<file path="config.mk">
export PLATFORM = sky130hd
export DESIGN_NAME = logic_gate_pipe_flat
export DESIGN_NICKNAME = d
export VERILOG_FILES = /design/src/rtl/logic_gate_pipe_pkg.sv /design/src/rtl/logic_gate_pipe_if.sv /design/src/rtl/logic_gate_pipe_alu.sv /design/src/rtl/logic_gate_pipe.sv /design/src/flat_wrapper.sv
export SDC_FILE = /design/constraint.sdc
export NUM_CORES = 1
export LEC_CHECK = 0
export ABC_AREA = 1
export ABC_CLOCK_PERIOD_IN_PS = 2600
export BUFFER_PORTS_ARGS = -buffer_cell sky130_fd_sc_hd__buf_2
export CAP_MARGIN = 10
export CORE_UTILIZATION = 40
export DETAILED_ROUTE_END_ITERATION = 6
export MAX_ROUTING_LAYER = met4
export PLACE_DENSITY = 0.66
export SLEW_MARGIN = 20
export SYNTH_ARGS = -nofsm -noshare
export SYNTH_HDL_FRONTEND = slang
export SYNTH_SLANG_ARGS = --single-unit
export TNS_END_PERCENT = 20
</file>
<file path="constraint.sdc">
create_clock -name clk -period 2.6 [get_ports clk]
set_input_delay 0.65 -clock clk [delete_from_list [all_inputs] [get_ports clk]]
set_output_delay 0.65 -clock clk [all_outputs]
set_load 0.01 [all_outputs]
</file>
<file path="src/rtl/logic_gate_pipe_pkg.sv">
// Shared definitions for the pipelined gate unit: opcode width and the
// eight gate-select encodings.
package logic_gate_pkg;

  localparam int OP_W = 3;

  typedef logic [OP_W-1:0] op_t;

  localparam op_t OP_AND  = 3'd0;
  localparam op_t OP_OR   = 3'd1;
  localparam op_t OP_NOT  = 3'd2;
  localparam op_t OP_NAND = 3'd3;
  localparam op_t OP_NOR  = 3'd4;
  localparam op_t OP_XOR  = 3'd5;
  localparam op_t OP_XNOR = 3'd6;
  localparam op_t OP_PASS = 3'd7;

endpackage

</file>
<file path="src/rtl/logic_gate_pipe_if.sv">
// Stream interface of the gate unit: input beat {op,a,b} with valid/ready,
// result beat {y,zero,parity} with valid/ready, plus the transfer counter.
interface logic_gate_pipe_if #(
  parameter int WIDTH   = 8,
  parameter int COUNT_W = 16
);
  import logic_gate_pkg::*;

  logic               in_valid;
  logic               in_ready;
  op_t                op;
  logic [WIDTH-1:0]   a;
  logic [WIDTH-1:0]   b;
  logic               out_valid;
  logic               out_ready;
  logic [WIDTH-1:0]   y;
  logic               zero;
  logic               parity;
  logic [COUNT_W-1:0] op_count;

  // Producer/consumer side of the stream
  modport master (
    output in_valid, op, a, b, out_ready,
    input  in_ready, out_valid, y, zero, parity, op_count
  );

  // Gate unit side of the stream
  modport slave (
    input  in_valid, op, a, b, out_ready,
    output in_ready, out_valid, y, zero, parity, op_count
  );

endinterface

</file>
<file path="src/rtl/logic_gate_pipe_alu.sv">
// Purely combinational bitwise gate: y = f(op, a, b). b is ignored for
// NOT and PASS.
module logic_gate_alu
  import logic_gate_pkg::*;
#(
  parameter int WIDTH = 8
) (
  input  op_t              op,
  input  logic [WIDTH-1:0] a,
  input  logic [WIDTH-1:0] b,
  output logic [WIDTH-1:0] y
);

  // Select the gate function for the current opcode
  always_comb begin
    y = a;
    case (op)
      OP_AND:  y = a & b;
      OP_OR:   y = a | b;
      OP_NOT:  y = ~a;
      OP_NAND: y = ~(a & b);
      OP_NOR:  y = ~(a | b);
      OP_XOR:  y = a ^ b;
      OP_XNOR: y = ~(a ^ b);
      OP_PASS: y = a;
      default: y = a;
    endcase
  end

endmodule

</file>
<file path="src/rtl/logic_gate_pipe.sv">
// Two-stage pipelined gate unit. Stage 1 captures {op,a,b}; stage 2 captures
// the gate result together with its zero/parity flags. A saturating counter
// tracks output transfers; clr flushes both stages and clears the counter.
module logic_gate_pipe
  import logic_gate_pkg::*;
#(
  parameter int WIDTH   = 8,
  parameter int COUNT_W = 16
) (
  input logic               clk,
  input logic               rst_n,
  input logic               clr,
  logic_gate_pipe_if.slave  bus
);

  localparam logic [COUNT_W-1:0] COUNT_MAX = {COUNT_W{1'b1}};
  localparam logic [COUNT_W-1:0] COUNT_ONE = COUNT_W'(1'b1);

  function automatic logic calc_parity(input logic [WIDTH-1:0] v);
    return ^v;
  endfunction

  function automatic logic calc_zero(input logic [WIDTH-1:0] v);
    return (v == {WIDTH{1'b0}});
  endfunction

  logic               s1_valid_r;
  op_t                s1_op_r;
  logic [WIDTH-1:0]   s1_a_r;
  logic [WIDTH-1:0]   s1_b_r;
  logic               s2_valid_r;
  logic [WIDTH-1:0]   y_r;
  logic               zero_r;
  logic               parity_r;
  logic [COUNT_W-1:0] count_r;

  logic               adv1_s;
  logic               adv2_s;
  logic               in_ready_s;
  logic               in_xfer_s;
  logic               out_xfer_s;
  logic [WIDTH-1:0]   alu_y_s;

  // Stage 2 may load when empty or draining; stage 1 may load when empty or
  // when stage 2 takes its beat. Input is blocked during clr and reset.
  assign adv2_s     = !s2_valid_r | bus.out_ready;
  assign adv1_s     = !s1_valid_r | adv2_s;
  assign in_ready_s = adv1_s & !clr & rst_n;
  assign in_xfer_s  = bus.in_valid & in_ready_s;
  assign out_xfer_s = s2_valid_r & bus.out_ready;

  logic_gate_alu #(.WIDTH(WIDTH)) u_alu (
    .op (s1_op_r),
    .a  (s1_a_r),
    .b  (s1_b_r),
    .y  (alu_y_s)
  );

  // Stage 1: capture the operand beat on an input transfer
  always_ff @(posedge clk or negedge rst_n) begin
    if (!rst_n) begin
      s1_valid_r <= 1'b0;
      s1_op_r    <= OP_AND;
      s1_a_r     <= {WIDTH{1'b0}};
      s1_b_r     <= {WIDTH{1'b0}};
    end else if (clr) begin
      s1_valid_r <= 1'b0;
    end else if (adv1_s) begin
      s1_valid_r <= in_xfer_s;
      if (in_xfer_s) begin
        s1_op_r <= bus.op;
        s1_a_r  <= bus.a;
        s1_b_r  <= bus.b;
      end
    end
  end

  // Stage 2: register the gate result and its flags; data only moves on a load
  always_ff @(posedge clk or negedge rst_n) begin
    if (!rst_n) begin
      s2_valid_r <= 1'b0;
      y_r        <= {WIDTH{1'b0}};
      zero_r     <= 1'b0;
      parity_r   <= 1'b0;
    end else if (clr) begin
      s2_valid_r <= 1'b0;
    end else if (adv2_s) begin
      s2_valid_r <= s1_valid_r;
      if (s1_valid_r) begin
        y_r      <= alu_y_s;
        zero_r   <= calc_zero(alu_y_s);
        parity_r <= calc_parity(alu_y_s);
      end
    end
  end

  // Saturating output-transfer counter; clr wins over a same-cycle transfer
  always_ff @(posedge clk or negedge rst_n) begin
    if (!rst_n) begin
      count_r <= {COUNT_W{1'b0}};
    end else if (clr) begin
      count_r <= {COUNT_W{1'b0}};
    end else if (out_xfer_s && (count_r != COUNT_MAX)) begin
      count_r <= count_r + COUNT_ONE;
    end
  end

  assign bus.in_ready  = in_ready_s;
  assign bus.out_valid = s2_valid_r;
  assign bus.y         = y_r;
  assign bus.zero      = zero_r;
  assign bus.parity    = parity_r;
  assign bus.op_count  = count_r;

endmodule

</file>
<file path="src/flat_wrapper.sv">
// flat-port wrapper written by rule: the top's interface ports become plain ports
module logic_gate_pipe_flat import logic_gate_pkg::*;
#(
  parameter int WIDTH   = 8,
  parameter int COUNT_W = 16
)
  (clk, rst_n, clr, bus_in_valid, bus_op, bus_a, bus_b, bus_out_ready, bus_in_ready, bus_out_valid, bus_y, bus_zero, bus_parity, bus_op_count);
  logic_gate_pipe_if #(.WIDTH(WIDTH), .COUNT_W(COUNT_W)) bus_i ();
  input logic clk;
  input logic rst_n;
  input logic clr;
  input wire logic [$bits(bus_i.in_valid)-1:0] bus_in_valid;
  input wire logic [$bits(bus_i.op)-1:0] bus_op;
  input wire logic [$bits(bus_i.a)-1:0] bus_a;
  input wire logic [$bits(bus_i.b)-1:0] bus_b;
  input wire logic [$bits(bus_i.out_ready)-1:0] bus_out_ready;
  output wire logic [$bits(bus_i.in_ready)-1:0] bus_in_ready;
  output wire logic [$bits(bus_i.out_valid)-1:0] bus_out_valid;
  output wire logic [$bits(bus_i.y)-1:0] bus_y;
  output wire logic [$bits(bus_i.zero)-1:0] bus_zero;
  output wire logic [$bits(bus_i.parity)-1:0] bus_parity;
  output wire logic [$bits(bus_i.op_count)-1:0] bus_op_count;
  assign bus_i.in_valid = bus_in_valid;
  assign bus_i.op = bus_op;
  assign bus_i.a = bus_a;
  assign bus_i.b = bus_b;
  assign bus_i.out_ready = bus_out_ready;
  assign bus_in_ready = bus_i.in_ready;
  assign bus_out_valid = bus_i.out_valid;
  assign bus_y = bus_i.y;
  assign bus_zero = bus_i.zero;
  assign bus_parity = bus_i.parity;
  assign bus_op_count = bus_i.op_count;
  logic_gate_pipe #(.WIDTH(WIDTH), .COUNT_W(COUNT_W)) u_core (.clk(clk), .rst_n(rst_n), .clr(clr), .bus(bus_i));
endmodule
</file>
After elaboration in Yosys (flattened, before gate mapping)
Index checks and enable logic that the tools add are counted.
{"block": "classes", "n_addsub": 1, "n_eq_ne": 8, "n_mux": 7, "bitwise_logic": 14, "reduce_logical": 12}
{"cell": "$pmux W8 S8", "count": 1}
{"cell": "$mux W16", "count": 2}
{"cell": "$not A8 Y8", "count": 4}
{"cell": "$add A16 B1 Y16 const B", "count": 1}
{"cell": "$ne A16 B16 Y1 const B", "count": 1}
{"cell": "$eq A3 B3 Y1 const B", "count": 4}
{"cell": "$and A8 B8 Y8", "count": 1}
{"cell": "$logic_not A8 Y1", "count": 1}
{"cell": "$or A8 B8 Y8", "count": 1}
{"cell": "$reduce_xor A8 Y1", "count": 1}
{"cell": "$xor A8 B8 Y8", "count": 1}
{"cell": "$eq A3 B2 Y1 const B", "count": 2}
{"cell": "$reduce_and A3 Y1", "count": 2}
{"cell": "$reduce_bool A2 Y1", "count": 3}
{"cell": "$and A1 B1 Y1", "count": 4}
{"cell": "$mux W1", "count": 4}
{"cell": "$eq A3 B1 Y1 const B", "count": 1}
{"cell": "$logic_not A1 Y1", "count": 3}
{"cell": "$logic_not A3 Y1", "count": 1}
{"cell": "$or A1 B1 Y1", "count": 2}
{"cell": "$logic_and A1 B1 Y1", "count": 1}
{"cell": "$not A1 Y1", "count": 1}
{"block": "word_totals", "reg_bits": 47, "in_bits": 24, "output_inout_bits": 28, "word_cells": 51}

Logic depth before layout (Yosys ltp)
Gate-level depths: netlist of run 1.
{"block": "depth", "ltp_word": 8, "ltp_mapped": 13, "ltp_nobuf": 12}

By module
A second synthesis of run 1 with hierarchy kept.
{"block": "hier_totals", "cells_unflattened": 479, "area_unflattened_um2": 3344.5}
{"module": "logic_gate_pipe", "n_inst": 1, "cells_each": 303, "area_each_um2": 2368.5, "seq_area_each_um2": 1176.1}
{"module": "logic_gate_alu", "n_inst": 1, "cells_each": 176, "area_each_um2": 975.9, "seq_area_each_um2": 0.0}

Worst setup path after synthesis of run 1
Ideal clock, no wire load.
{"block": "synth_timing", "path_type": "register to register", "start": "reg u_core.s1_op_r[2]", "end": "reg u_core.parity_r, in the netlist u_core.bus.parity", "setup_time_ps": 126, "arrival_time_ps": 1848, "t_required_ps": 2474, "slack_ps": 626, "stages_incl_launch_ff": 12, "path_buffers": 1, "synth_period_minus_slack_ps": 1974, "path_cell_list": "dfrtp_1 > buf_2 > nor2_2 > nand2_1 > inv_2 > nand2_1 > nand3_1 > inv_1 > ha_1 > xnor2_1 > xnor2_1 > o21ai_0"}
{"block": "synth_via", "elab_chain_len": 3, "word_cells_on_any_way": 10, "cone_classes": "eq/ne (7); mux (1); reduce/logical (2)"}
{"item": "from (decl)", "line": "logic_gate_pipe.sv:28", "text": "op_t s1_op_r;"}
{"item": "from (signal assigned)", "line": "logic_gate_pipe.sv:71", "text": "s1_op_r <= bus.op;"}
{"item": "$eq A3 B3 Y1, or another cell as far along", "line": "logic_gate_pipe_alu.sv:17", "text": "case (op)"}
{"item": "$pmux W8 S8 (*)", "line": "logic_gate_pipe_alu.sv:17"}
{"item": "$reduce_xor A8 Y1 (*)", "line": "logic_gate_pipe.sv:20", "text": "return ^v;"}
{"item": "to (signal assigned)", "line": "logic_gate_pipe.sv:92", "text": "parity_r <= calc_parity(alu_y_s);"}
{"item": "to (decl)", "line": "logic_gate_pipe.sv:34", "text": "logic parity_r;"}
Mark *: on every way between the ends. The rest lies on a longest branch, timed or not.
A chain may end at the register's enable or synchronous reset.

Final worst setup path of run 1
Same ends and word-level chain as after synthesis.

==> results of run 1 <==
==> worst min-delay path, cell delays in order (launching register included) <==
cell	delay (ns)
dfrtp_1	0.35
nand2_1	0.05
nand2_1	0.05
==> cells by family after synthesis <==
logic type	share of synthesized area [%]
and+or+nand+nor	36.8
xor gates and xnor gates	1.91
AOI/OAI and AO/OA	6.84
adders and majority gates	8.20
buffers and inverters	9.57
DFF	36.7
==> power groups by stage <==
| stage | Combinational, µW | Sequential, µW | Clock (µW) |
|---|---|---|---|
| 6_report | 793 | 917 | 488 |
| 5_1_grt | 922 | 934 | 533 |
| 3_3_place_gp | 778 | 924 | 0 |
| 4_1_cts | 797 | 915 | 508 |
| 3_5_place_dp | 792 | 929 | 0 |
| 2_1_floorplan | 565 | 929 | 0 |
==> routing by layer <==
layer	routed length, µm	share of wire [%]	vias up	track usage [%]
met5	0	0	-	-
met3	331	4.4	6	2.93
li1	-	-	1535	-
met4	64	0.85	0	3.97
met2	3090	41	65	27.5
met1	4030	54	1340	30.7
==> metrics by stage <==
stage	power [µW]	hold WS (ns)
finish	2200	0.481
global route	2390	0.504
CTS	2220	0.486
detailed placement	1720	0.463
global placement	1700	0.460
floorplan	1490	0.354
==> placed cells by master, fill, tap and decap left out, types with 5 or more instances in the layout <==
cell      netlist  layout
a21oi_1        18      18
buf_2           4      51
buf_4           2       5
clkbuf_8        0       7
dfrtp_1        47      45
ha_1           21      21
inv_1          54      54
nand2_1       137     137
nand3_1        35      35
nand4_1        21      21
nor2_1         54      54
o21ai_0        20      20
==> final timing paths <==
| kind | start | to | slack [ns] | cells after the start |
|---|---|---|---|---|
| max in group asynchronous | rst_n | u_core.s1_op_r[2] | 1.67 | 2 |
| worst min register to register | u_core.bus.y[6] | u_core.bus.y[6] | 0.48 | 2 |
| worst max-delay path | u_core.s1_op_r[2] | u_core.bus.parity | 0.36 | 10 |
| worst min-delay path | u_core.bus.y[6] | u_core.bus.y[6] | 0.48 | 2 |
| min in group asynchronous | rst_n | u_core.bus.y[0] | 0.49 | 2 |
| worst max register to register | u_core.s1_op_r[2] | u_core.bus.parity | 0.36 | 10 |
==> layout make-up <==
class	instances	area (µm²)	share of cell area, %
inverter	58	218	5.98
clock buffer	8	100	2.75
timing repair buffer	56	293	8.04
sequential	47	1180	32.4
tap	102	128	3.50
multi-input combinational	334	1730	47.4
==> flip-flops by register name (all words and copies together) (netlist names) <==
name and count:
u_core.bus.out_valid 1, u_core.s1_op_r 3, u_core.s1_b_r 8, u_core.bus.op_count 16, u_core.bus.y 8, u_core.s1_a_r 8, u_core.s1_valid_r 1, u_core.bus.zero 1
u_core.bus.parity 1
==> flow_metrics.py, run 1 <==
metrics = {
    "setup_path": {
        "arrival_ns": 2.41,
        "path_delay_family": "simple AND/OR/NAND/NOR gates",
        "cp_slowest_cell": "dfrtp_2",
        "worstPathRequired_ns": 2.77,
        "path_buf_inv": 2,
        "path_class": "flip-flop to flip-flop",
        "setup.worst_path.end_class": "flip-flop",
        "cpPeakStageDelay_ns": 0.53,
        "crit_path_start_kind": "flip-flop",
        "worstPathCellList": "nor2_4 -> nand2_1 -> inv_2 -> nand2_1 -> nand3_1 -> inv_1 -> ha_1 -> xnor2_1 -> xnor2_1 -> o21ai_0",
        "crit_fanout": 12,
    },
    "logic_synthesis": {
        "synthCells": 451,
        "synth_common_cells": "nand2_1, inv_1, nor2_1, dfrtp_1, nand3_1",
        "synth-main-ff-cell": "dfrtp_1",
        "ys_seq_area_share_pct": 36.7,
        "synth_edf_count": 0,
        "yosysMostFrequentCell": "nand2_1",
        "yosys-top-cells-area": "dfrtp_1, nand2_1, ha_1",
        "yosysWarnings": 0,
        "synth_top_cell_by_area": "dfrtp_1",
        "ys_types": 28,
        "ys_ff_latch": 47,
        "synthArstFlopShare_pct": 100,
        "yosysTopAreaCellShare_pct": 36.7,
        "syn_avg_cell_area_um2": 7.10,
        "synth_area_mm2": 0.00320,
        "syn_nets": 496,
    },
    "clock_network": {
        "cts_max_level": 2,
        "clk_pin_slew_worst_paths_ns": 0.09,
        "post_cts_resized": 0,
        "numCtsBuffers": 5,
        "cts.sinks": 47,
        "clock_path_buffers": 2,
        "clk_latency_ns": 0.30,
        "cts-root-buf": "clkbuf_8",
        "tritoncts": "yes",
        "cts_setup_buffers": 0,
        "cts_hold_buf": 0,
    },
    "layout": {
        "stdcell_count": 605,
        "nFillCells": 836,
        "layout-area-overhead-vs-synth_pct": 13.7,
        "drive_gt1_share_pct": 16.5,
        "final_core_util_pct": 47.1,
        "num-nets-final": 547,
        "fin_area_mm2": 0.00364,
        "antenna_cells": 0,
    },
    "place": {
        "place_area_mm2": 0.00353,
        "place_ws_ns": 0.187,
        "place_inst": 597,
        "hpwl_mm": 5.52,
        "numPortBuffers": 51,
        "gp_congestion": 0.894,
    },
    "timing": {
        "finalCritPeriodShare_pct": 86.3,
        "max_slew_margin_pct": 59.5,
        "finalWorstSetupSlack_ns": 0.356,
        "slew_violations": 0,
        "hold_viol_final": 0,
        "setup_violations": 0,
        "fin_worst_skew_ns": 0.00479,
        "fin_crit_ns": 2.24,
        "worst_slew_pin_slew_ns": 0.608,
        "rsz0062_at_grt": "no",
        "fin_tns_setup_ns": 0,
        "clock.fmax_mhz": 446,
    },
    "route": {
        "ant_nets": 0,
        "drt_pass1_iterations": 4,
        "drc_errors": 0,
        "wirelength_mm": 7.52,
        "viasPerCell": 4.87,
        "drt-initial-drc-count": 239,
        "routedWlPerCell_um": 12.4,
        "dr_total_vias": 2946,
    },
    "pwr": {
        "p_clk_share_pct": 22.2,
        "share_comb_of_total_power_pct": 36.1,
        "power_density_mw_per_mm2": 604,
        "internal_power_uw": 1400,
        "vdd_drop_max_v": 0.000298,
        "swShare_pct": 36.2,
        "seq_power_share_pct": 41.7,
        "leakage_uw": 0.00198,
        "p_switching_uw": 797,
    },
    "global_route": {
        "antenna_found_initial": 0,
        "track_usage_pct": 20.0,
        "grt_max_degree": 48,
        "overflow": 0,
        "grt_pass1_vias": 2704,
        "grt_pass1_wl_mm": 13.1,
    },
    "job": {
        "maxCapViolations": 0,
    },
    "floorplanning": {
        "initial_core_util_pct": 41.5,
        "num_io_pins": 52,
        "fp.dieArea_mm2": 0.00837,
        "coreArea_mm2": 0.00773,
        "rows": 32,
        "die_h_um": 91.5,
        "die_w_um": 91.5,
    },
    "hold_path": {
        "holdCritPathClass": "flip-flop to flip-flop",
    },
    "outcome": {
        "status": "finished clean",
    },
}
Note: power is estimated with default switching activity, not from simulation.
==> run 2, diff against run 1 <==
- SYNTH_HIERARCHICAL: default -> 1
==> run 2 against run 1 <==
Non-clock buffer count rose by 6. Clock skew rose by 0.0063 ns. Routed wire length rose by 9.9%. Via count rose by 6.4%. Sequential share of layout area fell by 1.4 points. Sequential power rose by 0.5%. Synthesized cell count rose by 6.2%. Die area rose by 4.3%. Final cell count rose by 4.6%. Clock power fell by 3%.
==> flow_metrics.py, run 2 <==
metrics = {
    "outcome": {
        "status": "finished clean",
    },
    "floorplanning": {
        "initial_core_util_pct": 42.4,
        "die_w_um": 93.4,
        "rows": 32,
        "fp.dieArea_mm2": 0.00873,
        "die_h_um": 93.4,
        "coreArea_mm2": 0.00789,
        "num_io_pins": 52,
    },
    "logic_synthesis": {
        "synthArstFlopShare_pct": 100,
        "ys_ff_latch": 47,
        "synth-simple-area-share_pct": 42.5,
        "synth-compound-area-share_pct": 2.92,
        "synth_top_family_by_area": "simple AND/OR/NAND/NOR gates",
        "yosys.area_share.adder_pct": 7.86,
        "synth_common_cells": "nand2_1, nand3_1, inv_1, nor2_1, dfrtp_1",
        "synthCells": 479,
        "syn_nets": 524,
        "syn_avg_cell_area_um2": 6.98,
        "synth.area.mux_share_pct": 0,
        "ys_seq_area_share_pct": 35.2,
        "yosysTopAreaCellShare_pct": 35.2,
        "synth-main-ff-cell": "dfrtp_1",
        "yosys-top-cells-area": "dfrtp_1, nand2_1, nand3_1",
        "synth_edf_count": 0,
        "synth_area_mm2": 0.00334,
        "yosysMostFrequentCell": "nand2_1",
        "synth_top_cell_by_area": "dfrtp_1",
        "yosysWarnings": 6,
        "synth_xor_area_share_pct": 1.57,
        "ys_types": 27,
    },
    "clock_network": {
        "cts_hold_buf": 0,
        "cts.sinks": 47,
        "clk_pin_slew_worst_paths_ns": 0.09,
        "cts_max_level": 2,
        "clock_path_buffers": 2,
        "cts_setup_buffers": 0,
        "tritoncts": "yes",
        "post_cts_resized": 0,
        "clk_latency_ns": 0.30,
        "cts-root-buf": "clkbuf_8",
        "numCtsBuffers": 5,
    },
    "setup_path": {
        "arrival_ns": 2.38,
        "path_class": "flip-flop to flip-flop",
        "crit_path_start_kind": "flip-flop",
        "setup.worst_path.end_class": "flip-flop",
        "crit_fanout": 10,
        "worstPathCellList": "inv_2 -> nor2_4 -> nand3_1 -> nand2_1 -> nor2_1 -> nand3_1 -> inv_1 -> ha_1 -> xnor2_1 -> xnor2_1 -> o21ai_0",
        "cp_slowest_cell": "dfrtp_1",
        "cpPeakStageDelay_ns": 0.59,
        "path_delay_family": "flip-flops",
        "worstPathRequired_ns": 2.78,
        "path_buf_inv": 2,
    },
    "layout": {
        "fin_area_mm2": 0.00379,
        "largest_reg_flops": 16,
        "drive_gt1_share_pct": 15.8,
        "num-nets-final": 575,
        "layout_common_cells": "nand2_1, nand3_1, inv_1, buf_2, nor2_1",
        "layout-area-overhead-vs-synth_pct": 13.5,
        "antenna_cells": 0,
        "nFillCells": 795,
        "layout_commonest_cell": "nand2_1",
    },
    "global_route": {
        "grt_pass1_vias": 3090,
        "grt_pass1_wl_mm": 14.4,
        "grt_max_degree": 48,
        "overflow": 0,
        "antenna_found_initial": 0,
        "track_usage_pct": 21.4,
    },
    "timing": {
        "max_slew_margin_pct": 59.5,
        "clock.fmax_mhz": 454,
        "worst_slew_pin_slew_ns": 0.608,
        "fin_tns_setup_ns": 0,
        "slew_violations": 0,
        "finalWorstSetupSlack_ns": 0.398,
        "hold_ws_ns": 0.488,
        "fin_worst_skew_ns": 0.0111,
        "setup_violations": 0,
        "fin_crit_ns": 2.20,
        "hold_viol_final": 0,
        "rsz0062_at_grt": "no",
        "finalCritPeriodShare_pct": 84.7,
    },
    "pwr": {
        "power_uw": 2250,
        "leakage_uw": 0.00207,
        "power_density_mw_per_mm2": 592,
        "vdd_drop_max_v": 0.000237,
    },
    "route": {
        "wirelength_mm": 8.26,
        "drt-initial-drc-count": 162,
        "drc_errors": 0,
        "dr_total_vias": 3136,
        "drt_pass1_iterations": 5,
        "routedWlPerCell_um": 13.1,
        "ant_nets": 0,
        "viasPerCell": 4.95,
    },
    "hold_path": {
        "holdCritPathClass": "primary input to async pin",
    },
    "place": {
        "gp_congestion": 0.856,
        "numPortBuffers": 51,
        "place_ws_ns": 0.392,
        "place_area_mm2": 0.00370,
        "hpwl_mm": 6.34,
    },
    "job": {
        "maxCapViolations": 0,
    },
}
==> run 2: changes by cell type in the layout (fill, tap and decap cells not counted), sizes merged, moves of 2 or more <==
| cell | change |
|---|---|
| buf | +6 |
| clkbuf | -2 |
| nand4 | +2 |
| nor2 | -3 |
| nand3b | +4 |
| a21oi | -15 |
| o21ai | -7 |
| nand3 | +26 |
| nand2 | +18 |
==> run 2: final timing paths <==
path | from | to | slack, ns | depth (start not counted)
setup / recovery | u_core/s1_op_r[1] | u_core/bus.parity | 0.40 | 11
min in group clk | u_core/bus.zero | u_core/bus.zero | 0.49 | 2
setup reg to reg | u_core/s1_op_r[1] | u_core/bus.parity | 0.40 | 11
hold / removal | rst_n | u_core/s1_b_r[4] | 0.49 | 2
max in group asynchronous | rst_n | u_core/bus.y[1] | 1.69 | 2
hold reg to reg | u_core/bus.zero | u_core/bus.zero | 0.49 | 2
==> run 2: per-stage QoR <==
| step | utilization (%) | std cells |
|---|---|---|
| final | 48.1 | 633 |
| after global routing | 48.1 | 633 |
| after CTS | 48.1 | 633 |
| after detailed placement | 46.9 | 625 |
| after global placement | 46.9 | 625 |
| after floorplan | - | 479 |
==> run 2: kinds of logic (layout without fill, tap and decap cells) <==
kind of cell,Yosys count,after routing
AND/OR/NAND/NOR,309,309
buffers and inverters,77,129
adder cells (fa/ha/maj),21,21
flip-flops,47,47
XOR/XNOR,6,6
AO/OA/AOI/OAI,19,19
==> run 2: metal layers <==
metal	vias to the layer above	wire, µm	global-route usage [%]
met4	0	147	5.38
met5	-	0	-
met3	14	206	2.76
met1	1454	3790	25.9
li1	1623	-	-
met2	45	4120	37.6
==> run 2: where the power goes <==
part	total [µW]	switching, µW	internal [µW]
Clock	472	255	217
Combinational	852	503	349
Sequential	922	86.8	835
Total	2250	845	1400
==> run 2: area by class of cell <==
cell class	count	area [µm²]	share of cell area, %
clock inverters	2	16.3	0.429
well taps	102	128	3.36
flip-flops and latches	47	1180	31.0
multi-input cells	355	1830	48.3
inverters	59	221	5.84
clock buffers	6	82.6	2.18
repair buffers	62	338	8.90
==> run 3, diff against run 2 <==
- ABC_CLOCK_PERIOD_IN_PS: 2600 -> 2000
- PLACE_DENSITY: 0.66 -> 0.68
- clock period: 2.6 -> 2 ns (I/O delays scaled with it)
==> run 3 against run 2 <==
The run now ends with negative setup slack left. Clock skew up 0.0014 ns. Via count up 5.0%. Design area up 10%. Register-to-register slack worse by 0.40 ns. Routed wire length up 8.6%. Clock power up 21%. Final cell count up 5.1%.
==> flow_metrics.py, run 3 (synthesis results as in run 2) <==
metrics = {
    "outcome": {
        "status": "finished, violations left",
        "violations": "negative setup slack",
    },
    "setup_path": {
        "path_delay_family": "flip-flops",
        "crit_path_start_kind": "flip-flop",
        "setup.worst_path.end_class": "flip-flop",
        "crit_fanout": 6,
        "critical_path_depth": 11,
        "worstPathRequired_ns": 2.19,
        "reg2regPathDepth": 11,
        "path_class": "flip-flop to flip-flop",
        "cpPeakStageDelay_ns": 0.46,
        "path_buf_inv": 3,
        "worstPathCellList": "buf_12 -> buf_4 -> nand4_1 -> nand2_1 -> nor2_2 -> nand3_2 -> inv_2 -> ha_4 -> xnor2_2 -> xnor2_1 -> o21ai_1",
        "arrival_ns": 2.20,
        "cp_slowest_cell": "dfrtp_2",
    },
    "floorplanning": {
        "die_w_um": 93.4,
        "fp.dieArea_mm2": 0.00873,
        "initial_core_util_pct": 42.4,
        "coreArea_mm2": 0.00789,
        "num_io_pins": 52,
        "die_h_um": 93.4,
        "rows": 32,
    },
    "timing": {
        "finalCritPeriodShare_pct": 100,
        "fin_tns_setup_ns": -0.00673,
        "fin_worst_skew_ns": 0.0125,
        "max_slew_margin_pct": 58.1,
        "rsz0062_at_grt": "yes",
        "fin_crit_ns": 2.01,
        "finalWorstSetupSlack_ns": -0.00673,
        "clock.fmax_mhz": 498,
        "hold_viol_final": 0,
        "slew_violations": 0,
        "setup_violations": 1,
        "worst_slew_pin_slew_ns": 0.628,
    },
    "layout": {
        "final_core_util_pct": 53.1,
        "num-nets-final": 607,
        "layout-area-overhead-vs-synth_pct": 25.3,
        "layout_common_cells": "nand2_1, nand3_1, buf_2, inv_1, nor2_1",
        "fin_area_mm2": 0.00419,
        "stdcell_count": 665,
        "layout_commonest_cell": "nand2_1",
        "nFillCells": 754,
        "drive_gt1_share_pct": 25.9,
        "antenna_cells": 0,
        "largest_reg_flops": 16,
    },
    "place": {
        "gp_congestion": 0.855,
        "place_area_mm2": 0.00388,
        "numPortBuffers": 51,
        "hpwl_mm": 6.54,
        "place_inst": 646,
    },
    "clock_network": {
        "clk_latency_ns": 0.31,
        "clock_path_buffers": 2,
        "cts_max_level": 2,
        "cts-root-buf": "clkbuf_8",
        "numCtsBuffers": 5,
        "cts.sinks": 47,
        "tritoncts": "yes",
        "clk_pin_slew_worst_paths_ns": 0.09,
        "cts_hold_buf": 0,
    },
    "route": {
        "drt-initial-drc-count": 192,
        "drt_pass1_iterations": 6,
        "viasPerCell": 4.95,
        "ant_nets": 0,
        "routedWlPerCell_um": 13.5,
        "drc_errors": 0,
        "wirelength_mm": 8.97,
        "dr_total_vias": 3293,
    },
    "pwr": {
        "leakage_uw": 0.00226,
        "vdd_drop_max_v": 0.000325,
        "power_density_mw_per_mm2": 811,
    },
    "global_route": {
        "grt_pass1_wl_mm": 14.9,
        "overflow": 0,
        "grt_pass1_vias": 3244,
        "track_usage_pct": 22.4,
        "antenna_found_initial": 0,
        "grt_max_degree": 48,
    },
    "hold_path": {
        "holdCritPathClass": "primary input to async pin",
    },
    "job": {
        "maxCapViolations": 0,
    },
}
## run 3: changes by cell type in the layout (fill, tap and decap cells not counted), sizes merged
cell	before	now
clkbuf	6	7
buf	62	94
clkinvlp	1	0
## run 3: where the power goes
part           switching, µW  total [µW]  leakage, µW  internal [µW]
sequential               102        1190     0.000614           1090
clock                    325         571    0.0000422            246
combinational            843        1640      0.00160            794
## run 3: stage by stage
stage | worst slack [ns] | total power, µW | hold slack (ns)
finish | -0.00673 | 3400 | 0.355
global placement | 0.00530 | 2470 | 0.467
floorplan | 0.167 | 2000 | 0.204
global route | -0.112 | 3660 | 0.403
CTS | 0.000889 | 3120 | 0.388
detailed placement | -0.0438 | 2500 | 0.481
## run 3: metal layers
metal | global-route usage (%) | vias up | share of wire [%]
met5 | - | - | 0
met4 | 8.85 | 0 | 1.9
met3 | 3.09 | 14 | 3.1
met2 | 39.1 | 54 | 51
met1 | 26.0 | 1539 | 45
li1 | - | 1686 | -
## run 3: layout make-up
class | instances | area, µm² | share of cell area (%)
clock buffer | 7 | 76.3 | 1.82
clock inverter | 1 | 5.00 | 0.119
inverter | 59 | 221 | 5.29
multi-input combinational | 355 | 1960 | 46.8
sequential | 47 | 1180 | 28.2
tap | 102 | 128 | 3.05
timing repair buffer | 94 | 618 | 14.8
## run 3: worst paths after layout
path	slack [ns]	to	from
max	-0.007	u_core/bus.parity	u_core/s1_op_r[2]
min	0.35	u_core/bus.op_count[10]	rst_n
max reg2reg	-0.007	u_core/bus.parity	u_core/s1_op_r[2]
min reg2reg	0.49	u_core/bus.y[1]	u_core/bus.y[1]
max in group asynchronous	1.21	u_core/s1_op_r[1]	rst_n
min in group clk	0.42	u_core/s1_b_r[2]	bus_b[2]
## run 3: what timing repair did
item | in CTS | in global routing
pin swaps | 7 | 21
setup endpoints to repair | 1 | 1
resized for setup | 6 | 31
buffers inserted | 4 | 7
